### config.mk
export PLATFORM = sky130hd
export DESIGN_NAME = alu_operand_loader
export DESIGN_NICKNAME = d
export VERILOG_FILES = /design/src/rtl/alu_operand_loader.sv
export SDC_FILE = /design/constraint.sdc
export NUM_CORES = 1
export LEC_CHECK = 0
export CORE_ASPECT_RATIO = 0.8
export CORE_MARGIN = 5
export CORE_UTILIZATION = 50
export DETAILED_ROUTE_END_ITERATION = 16
export GPL_ROUTABILITY_DRIVEN = 0
export PLACE_DENSITY = 0.69
export SLEW_MARGIN = 5
export SYNTH_ARGS = -nofsm -noshare
export SYNTH_HDL_FRONTEND = slang
export SYNTH_SLANG_ARGS = --single-unit
### constraint.sdc
create_clock -name clk -period 2.1 [get_ports clk]
set_clock_uncertainty 0.1 [all_clocks]
set_input_delay 0.42 -clock clk [delete_from_list [all_inputs] [get_ports clk]]
set_output_delay 0.42 -clock clk [all_outputs]
set_load 0.01 [all_outputs]
### src/rtl/alu_operand_loader.sv
// Operand input stage for the ALU. Pressing the load button captures operand A, then
// operand B, then the opcode from the switches. The clear button empties the set.
module alu_operand_loader #(
  parameter int unsigned WIDTH           = 4,
  parameter int unsigned OP_W            = 4,
  parameter int unsigned DEBOUNCE_CYCLES = 500000
) (
  input  logic             clk,
  input  logic             rst_n,
  input  logic [WIDTH-1:0] sw_i,
  input  logic             btn_load_i,
  input  logic             btn_clear_i,
  output logic [WIDTH-1:0] a_o,
  output logic [WIDTH-1:0] b_o,
  output logic [OP_W-1:0]  op_o,
  output logic             valid_o,
  output logic [1:0]       state_o
);

  localparam int unsigned CntW = (DEBOUNCE_CYCLES > 1) ? $clog2(DEBOUNCE_CYCLES) : 1;
  localparam logic [CntW-1:0] CntMax = CntW'(DEBOUNCE_CYCLES - 1);

  typedef enum logic [1:0] {
    StA     = 2'b00,
    StB     = 2'b01,
    StOp    = 2'b10,
    StReady = 2'b11
  } state_e;

  // Bit 0 is the load button, bit 1 the clear button.
  logic [1:0]      btn_raw;
  logic [1:0]      sync1_q, sync2_q;
  logic [1:0]      deb_q, deb_d;
  logic [1:0]      deb_dly_q;
  logic [CntW-1:0] cnt_q [2];
  logic [CntW-1:0] cnt_d [2];
  logic            load_pulse, clear_pulse;

  state_e           state_q, state_d;
  logic [WIDTH-1:0] a_q, a_d;
  logic [WIDTH-1:0] b_q, b_d;
  logic [OP_W-1:0]  op_q, op_d;
  logic             valid_q, valid_d;

  assign btn_raw = {btn_clear_i, btn_load_i};

  // A level is accepted only after DEBOUNCE_CYCLES consecutive differing samples.
  always_comb begin
    deb_d = deb_q;
    for (int i = 0; i < 2; i++) begin
      cnt_d[i] = '0;
      if (sync2_q[i] != deb_q[i]) begin
        if (cnt_q[i] == CntMax) begin
          deb_d[i] = ~deb_q[i];
        end else begin
          cnt_d[i] = cnt_q[i] + CntW'(1);
        end
      end
    end
  end

  always_ff @(posedge clk or negedge rst_n) begin
    if (!rst_n) begin
      sync1_q   <= '0;
      sync2_q   <= '0;
      deb_q     <= '0;
      deb_dly_q <= '0;
      for (int i = 0; i < 2; i++) begin
        cnt_q[i] <= '0;
      end
    end else begin
      sync1_q   <= btn_raw;
      sync2_q   <= sync1_q;
      deb_q     <= deb_d;
      deb_dly_q <= deb_q;
      for (int i = 0; i < 2; i++) begin
        cnt_q[i] <= cnt_d[i];
      end
    end
  end

  assign load_pulse  = deb_q[0] & ~deb_dly_q[0];
  assign clear_pulse = deb_q[1] & ~deb_dly_q[1];

  always_comb begin
    state_d = state_q;
    a_d     = a_q;
    b_d     = b_q;
    op_d    = op_q;
    valid_d = valid_q;
    if (clear_pulse) begin
      // Clear takes priority over a coincident load.
      state_d = StA;
      a_d     = '0;
      b_d     = '0;
      op_d    = '0;
      valid_d = 1'b0;
    end else if (load_pulse) begin
      unique case (state_q)
        StA: begin
          a_d     = sw_i;
          state_d = StB;
        end
        StB: begin
          b_d     = sw_i;
          state_d = StOp;
        end
        StOp: begin
          op_d    = sw_i[OP_W-1:0];
          valid_d = 1'b1;
          state_d = StReady;
        end
        StReady: begin
          // New A restarts the sequence; B and opcode are kept until overwritten.
          a_d     = sw_i;
          valid_d = 1'b0;
          state_d = StB;
        end
        default: state_d = StA;
      endcase
    end
  end

  always_ff @(posedge clk or negedge rst_n) begin
    if (!rst_n) begin
      state_q <= StA;
      a_q     <= '0;
      b_q     <= '0;
      op_q    <= '0;
      valid_q <= 1'b0;
    end else begin
      state_q <= state_d;
      a_q     <= a_d;
      b_q     <= b_d;
      op_q    <= op_d;
      valid_q <= valid_d;
    end
  end

  assign a_o     = a_q;
  assign b_o     = b_q;
  assign op_o    = op_q;
  assign valid_o = valid_q;
  assign state_o = state_q;

endmodule

## Word level (Yosys, flattened, before mapping)

Cells that the tools add are included.

| word-level totals | value |
|---|---|
| bits in registers | 61 |
| bits in latches | 0 |
| RAM bits | 0 |
| ROM bits | 0 |
| input bits | 8 |
| output and inout port bits | 15 |
| memories | 0 |

| cells by class | value |
|---|---|
| add/subtract/negate cells | 2 |
| $mul | 0 |
| divide/modulo/power cells | 0 |
| magnitude comparators | 0 |
| eq/ne operators | 7 |
| shift-type cells | 0 |
| multiplexer cells | 19 |
| bitwise gates (word level) | 6 |
| reduce and logical (&&, ||, !) cells | 13 |

Operators with widths:

| cell | number |
|---|---|
| $mux 19 | 4 |
| $add 19x1->19 const B | 2 |
| $eq 19x19->1 const B | 2 |
| $mux 4 | 9 |
| $reduce_and 2->1 | 6 |
| $reduce_bool 2->1 | 4 |
| $pmux 2 s3 | 1 |
| $eq 2x2->1 const B | 2 |
| $mux 2 | 2 |
| $not 1->1 | 4 |
| $reduce_bool 3->1 | 1 |
| $and 1x1->1 | 2 |
| $eq 2x1->1 const B | 1 |
| $logic_not 2->1 | 1 |
| $mux 1 | 2 |
| $ne 1x1->1 | 2 |
| $pmux 1 s2 | 1 |
| $reduce_or 2->1 | 1 |

## Longest topological paths before layout

Gate-level depths: netlist (run 1).

| depth | value |
|---|---|
| depth after elaboration | 5 |
| depth in mapped cells | 6 |
| depth with buffers taken out | 5 |

## Worst setup path before layout (run 1)

Ideal clock, no wire load.

| timing path | value |
|---|---|
| path kind | flip-flop to flip-flop |
| start | reg cnt_q[0] in the netlist's numbering |
| end | reg cnt_q[18] in the netlist's numbering |
| library setup time | 78 ps |
| arrival time | 1,696 ps |
| required time | 1,922 ps |
| setup slack | 227 ps |
| stages on the path, launching flop included | 6 |
| buffers on the path | 0 |
| clock period less this slack | 1,873 ps |
| cell sequence | dfrtp_1 ha_1 nand3_1 or4_1 or3_1 a21oi_1 |

RTL lines:

| what | line | text |
|---|---|---|
| start: declaration | 35 | `logic [CntW-1:0] cnt_q [2];` |
| start signal: indexed assignment | 77 | `cnt_q[i] <= cnt_d[i];` |

==> results_dict.tcl, run 1 <==
set metrics [dict create \
    initial_core_util_pct 51.6 \
    p_leak_nw 1.47 \
    yosysSeqAreaShare_pct 54.2 \
    endpoint "cnt_q[18]" \
    power.density_nw_per_um2 709 \
    setup_viol 0 \
    slowest_delay_ns 0.55 \
    crit_slowest_cell "or4_1" \
    fill_cells 451 \
    remaining_drc_errors 0 \
    whs_ns 0.251 \
    endpoint_kind "register" \
    coreArea_sq_um 5470 \
    grt_usage_pct 17.3 \
    synth_top_family_by_area "simple AND/OR/NAND/NOR gates" \
    cts_root_buf "clkbuf_8" \
    worstPathRequired_ns 2.25 \
    min_period_over_period_pct 91.9 \
    slew_violations 0 \
    reg2reg_slack_ns 0.17 \
    synth_cells 272 \
    status "complete, no violations" \
    postCtsSetupBuffers 0 \
    cts.sinks 61 \
    cp-start-kind "register" \
    r2r_cells 5 \
    cts_buffer_depth 2 \
    grt-ovfl-total 0 \
    yosysUniqueCellTypes 36 \
    drtIter0Drc 167 \
    avgSynthCellArea_sq_um 10.4 \
    cts_tree "built" \
    rsz0062_at_grt "false" \
    muxShareOfSynthArea_pct 1.20 \
    synth_area_sq_um 2820 \
    crit_path_max_fanout 5 \
    pin_count 23 \
    htreeDepth 3 \
    relSlewSlack_pct 79.6 \
    synth_compound_area_share_pct 6.97 \
    ys_warn_count 0 \
    synthAdderAreaFrac_pct 2.22 \
    die_w_um 93.9 \
    wl_per_cell_um 13.9 \
    peakVddDrop_v 0.000425 \
    path_cells "ha_1, nand3_1, or4_1, or3_1, a21oi_1" \
    postRouteAntennaNets 0 \
    cts.clk_slew.worst_paths_ns 0.07 \
    crit_arrival_ns 2.08 \
    die-area_sq_um 7250 \
    diodes 0 \
    grt_pass1_wl_um 9680 \
    hold_viol 0 \
    worstMarginPinSlew_ns 0.303 \
    final_common_cell "dfrtp_1" \
    clock_latency_ns 0.34 \
    die_h_um 77.1 \
    antenna_found_initial 0 \
    totalWireLength_um 5430 \
    syn_nets 285 \
    grt_max_degree 62 \
    hpwlAfterDp_um 3730 \
    dr.pass1.iters 4 \
    first_global_vias 2007 \
    regArea_sq_um 1530 \
    period_needed_ns 1.93 \
    rows 24 \
    vias_per_cell 5.32 \
    yosys.area_share.simple_pct 24.4 \
    worstHoldStart "sync1_q[1]" \
    layout_common_cells "61 x dfrtp_1, 32 x nor2_1, 25 x nand3_1" \
    port_buffers 22 \
    critical_path_class "reg -> reg" \
    syn_to_final_growth_pct 21.8 \
    hold_path.class "reg -> reg" \
    cts_buffers 9 \
    startpoint "cnt_q[0]" \
    r2r-start "cnt_q[0]" \
    yosys.area_share.xor_xnor_pct 8.70 \
    maxCapViolations 0 \
    setup_tns_ns 0 \
    nets 322 \
    synth_seq_cells 61 \
    drive_above_1_share_pct 12.4 \
    r2r_end "cnt_q[18]" \
    vias 2084 \
    multi_input_area_sq_um 1220 \
    fmaxAchievable_mhz 518 \
]
## worst min-delay path by stage
| stage | depth (start not counted) | slack (ns) | endpoint |
|---|---|---|---|
| after CTS | 0 | 0.25 | sync2_q[1] |
| after detailed placement | 0 | 0.24 | sync2_q[1] |
| final | 0 | 0.25 | sync2_q[1] |
| after global routing | 0 | 0.27 | sync2_q[1] |
| after floorplan | 0 | 0.02 | a_o[0] |
| after global placement | 0 | 0.23 | sync2_q[1] |
## cell usage after synthesis
cell	n	share of area, %
inv_1	7	0.93
and4_2	1	0.36
ha_1	5	2.2
o31ai_1	2	0.53
nand3_1	25	4.4
or4_1	3	0.80
and4_1	5	1.6
nor4b_1	1	0.31
buf_4	2	0.53
nand4b_1	1	0.31
and2_1	3	0.67
nor2b_1	2	0.44
buf_2	2	0.36
nand4_1	11	2.4
o31ai_4	1	0.75
nor4_1	4	0.89
nand4_4	1	0.75
nor4bb_1	2	0.71
clkbuf_1	4	0.53
o21ai_2	1	0.31
xnor2_1	10	3.1
a31o_2	1	0.31
or4b_4	1	0.49
or3_1	5	1.1
or4b_2	1	0.36
xor2_1	18	5.6
and3_1	2	0.44
a21oi_1	21	3.7
o21ai_0	6	1.1
nor2_1	32	4.3
dfrtp_1	61	54
a211oi_1	1	0.27
nand2_1	23	3.1
nor3_1	3	0.53
mux2_2	3	1.2
nand4_2	1	0.44
## final cells by class
class,count,share of cell area (%)
Multi-Input combinational cell,196,35.7
Inverter,7,0.766
Tap cell,78,2.84
Sequential cell,61,44.5
Clock inverter,7,2.88
Timing Repair Buffer,34,9.70
Clock buffer,9,3.61
## where the power goes
part,switching (mW),internal [mW]
Sequential,0.0124,1.19
Combinational,0.0488,0.0333
Clock,0.476,0.673
## per-layer routing
metal | up-vias | GRT usage [%] | routed length, um
met5 | - | 0 | 0
met2 | 49 | 23.5 | 2270
li1 | 1033 | - | -
met1 | 993 | 24.9 | 2730
met4 | 0 | 6.49 | 98
met3 | 9 | 6.26 | 327
## critical path: cells and delay by family, from the launching register on
family	cells	cell delay (ns)
compound gates	1	0.16
fa+ha+maj	1	0.22
simple gates	3	0.98
flops	1	0.40
## metrics by stage
step	cell area (sq um)	instances	total power, mW	setup slack [ns]	util [%]
3_3_place_gp	3200	375	1.30	0.265	58.5
4_1_cts	3430	392	2.47	0.177	62.8
3_5_place_dp	3200	375	1.31	0.213	58.5
6_report	3430	392	2.43	0.170	62.8
2_1_floorplan	2820	272	1.25	0.227	-
5_1_grt	3430	392	2.54	0.00363	62.8
## sequential cells by signal, indices dropped and copies added, names as in the netlist
signal	flops
a_o	4
b_o	4
cnt_q	38
deb_dly_q	2
deb_q	2
op_o	4
state_o	2
sync1_q	2
sync2_q	2
valid_o	1
## cell families after synthesis
family	after synthesis
muxes	3
AOI/OAI and AO/OA	33
buffers and inverters	15
xor gates and xnor gates	28
DFF	61
and+or+nand+nor	127
adders and majority gates	5
## what timing repair did
action,4_1_cts,5_1_grt
hold endpoints to repair,61,0
hold buffers,1,0
resized for setup,0,0
Power figures use the tool's default switching activity.
==> run 2: changes to the inputs <==
--- a/config.mk
+++ b/config.mk
@@ -7,10 +7,11 @@
 export LEC_CHECK = 0
 export CORE_ASPECT_RATIO = 0.8
 export CORE_MARGIN = 5
-export CORE_UTILIZATION = 50
+export CORE_UTILIZATION = 55
 export DETAILED_ROUTE_END_ITERATION = 16
 export GPL_ROUTABILITY_DRIVEN = 0
-export PLACE_DENSITY = 0.69
+export PLACE_DENSITY = 0.75
+export SKIP_LAST_GASP = 1
 export SLEW_MARGIN = 5
 export SYNTH_ARGS = -nofsm -noshare
 export SYNTH_HDL_FRONTEND = slang
==> results_dict.tcl, run 2 (synthesized netlist as in run 1, its figures left out) <==
set metrics [dict create \
    status "complete, no violations" \
    cts.sinks 61 \
    wl_per_cell_um 14.4 \
    setup_viol 0 \
    postRouteAntennaNets 0 \
    rsz0062_at_grt "false" \
    coreArea_sq_um 4980 \
    totalWireLength_um 5350 \
    rows 23 \
    wl_met3_um 356 \
    peakVddDrop_v 0.000481 \
    maxCapViolations 0 \
    seq_power_share_pct 49.2 \
    power.density_nw_per_um2 725 \
    diodes 0 \
    grt_pass1_wl_um 9320 \
    crit_family "simple AND/OR/NAND/NOR gates" \
    drive_above_1_share_pct 11.0 \
    cts_tree "built" \
    endpoint_kind "register" \
    grt_max_degree 62 \
    die_w_um 90.0 \
    cts_buffer_depth 2 \
    p_leak_nw 1.45 \
    htreeDepth 3 \
    die-area_sq_um 6660 \
    vias_per_cell 5.52 \
    nets 318 \
    layout_common_cells "61 x dfrtp_1, 32 x nor2_1, 25 x nand3_1" \
    p_sw_mw 0.495 \
    worst-path-buf-inv 0 \
    pwr-share-clk_pct 47.7 \
    wl_met2_um 2410 \
    cts.clk_slew.worst_paths_ns 0.06 \
    swShare_pct 20.3 \
    dr.pass1.iters 4 \
    initial_core_util_pct 56.6 \
    grt_usage_pct 17.9 \
    largest_register_ffs 38 \
    slowest_delay_ns 0.54 \
    die_h_um 74.0 \
    pin_count 23 \
    hold_viol 0 \
    hpwlAfterDp_um 3600 \
    p_comb_share_pct 3.1 \
    vias 2052 \
    postCtsSetupBuffers 0 \
    setup_tns_ns 0 \
    crit_path_max_fanout 5 \
    critical_path_class "reg -> reg" \
    worstMarginPinSlew_ns 0.583 \
    fmaxAchievable_mhz 535 \
    period_needed_ns 1.87 \
    cts_root_buf "clkbuf_8" \
    antenna_found_initial 0 \
    drtIter0Drc 77 \
    met1Wirelength_um 2500 \
    grt-ovfl-total 0 \
    cts_buffers 9 \
    regMostFlops "cnt_q" \
    crit_slowest_cell "or4_1" \
    slew_violations 0 \
    first_global_vias 1961 \
    clock_latency_ns 0.34 \
    remaining_drc_errors 0 \
    port_buffers 22 \
    cp-start-kind "register" \
    routed.top_layer "met4" \
    power.internal_mw 1.95 \
    whs_ns 0.277 \
    min_period_over_period_pct 89.0 \
    crit_arrival_ns 2.04 \
    syn_to_final_growth_pct 19.6 \
    relSlewSlack_pct 60.8 \
    worstPathRequired_ns 2.27 \
    path_cells "ha_1, nand3_1, or4_1, or3_1, a21oi_1" \
    final_common_cell "dfrtp_1" \
    hold_path.class "reg -> reg" \
]
-- run 2: power by group through the flow --
stage / clock network, mW / logic (mW) / registers (mW)
finish: 1.17 / 0.0763 / 1.20
global route: 1.26 / 0.0879 / 1.20
CTS: 1.20 / 0.0790 / 1.20
detailed placement: 0 / 0.0775 / 1.22
global placement: 0 / 0.0770 / 1.22
floorplan: 0 / 0.0285 / 1.22
-- run 2: worst paths after layout --
| kind | startpoint | to | slack [ns] | cells after the start |
|---|---|---|---|---|
| max reg2reg | cnt_q[0] | cnt_q[18] | 0.23 | 5 |
| max in group asynchronous | rst_n | cnt_q[0] | 1.12 | 3 |
| min in group asynchronous | rst_n | b_o[1] | 0.52 | 3 |
| min | sync1_q[0] | sync2_q[0] | 0.28 | 0 |
| max | cnt_q[0] | cnt_q[18] | 0.23 | 5 |
| min reg2reg | sync1_q[0] | sync2_q[0] | 0.28 | 0 |
-- run 2: cell type report --
class	instances	area, sq um
Clock buffer	12	155
Clock inverter	4	70.1
Fill cell	377	1610
Inverter	7	26.3
Multi-Input combinational cell	196	1220
Sequential cell	61	1530
Tap cell	62	77.6
Timing Repair Buffer	30	290
-- run 2: timing repair --
item	4_1_cts	5_1_grt
endpoints found under the hold margin	61	0
hold buffers	1	0
resized for setup	0	0
-- run 2: per-stage QoR --
step / total power [mW] / cells / util, % / worst slack, ns / area (sq um)
CTS: 2.48 / 372 / 67.7 / 0.229 / 3370
global placement: 1.30 / 355 / 63.0 / 0.271 / 3140
global route: 2.55 / 372 / 67.7 / 0.140 / 3370
detailed placement: 1.30 / 355 / 63.0 / 0.240 / 3140
floorplan: 1.25 / 272 / - / 0.227 / 2820
finish: 2.44 / 372 / 67.7 / 0.232 / 3370
-- run 2: routing by layer --
layer	track usage [%]	vias to the layer above
met1	22.4	956
met3	6.88	10
li1	-	1031
met2	27.4	55
met4	9.26	0
met5	0	-
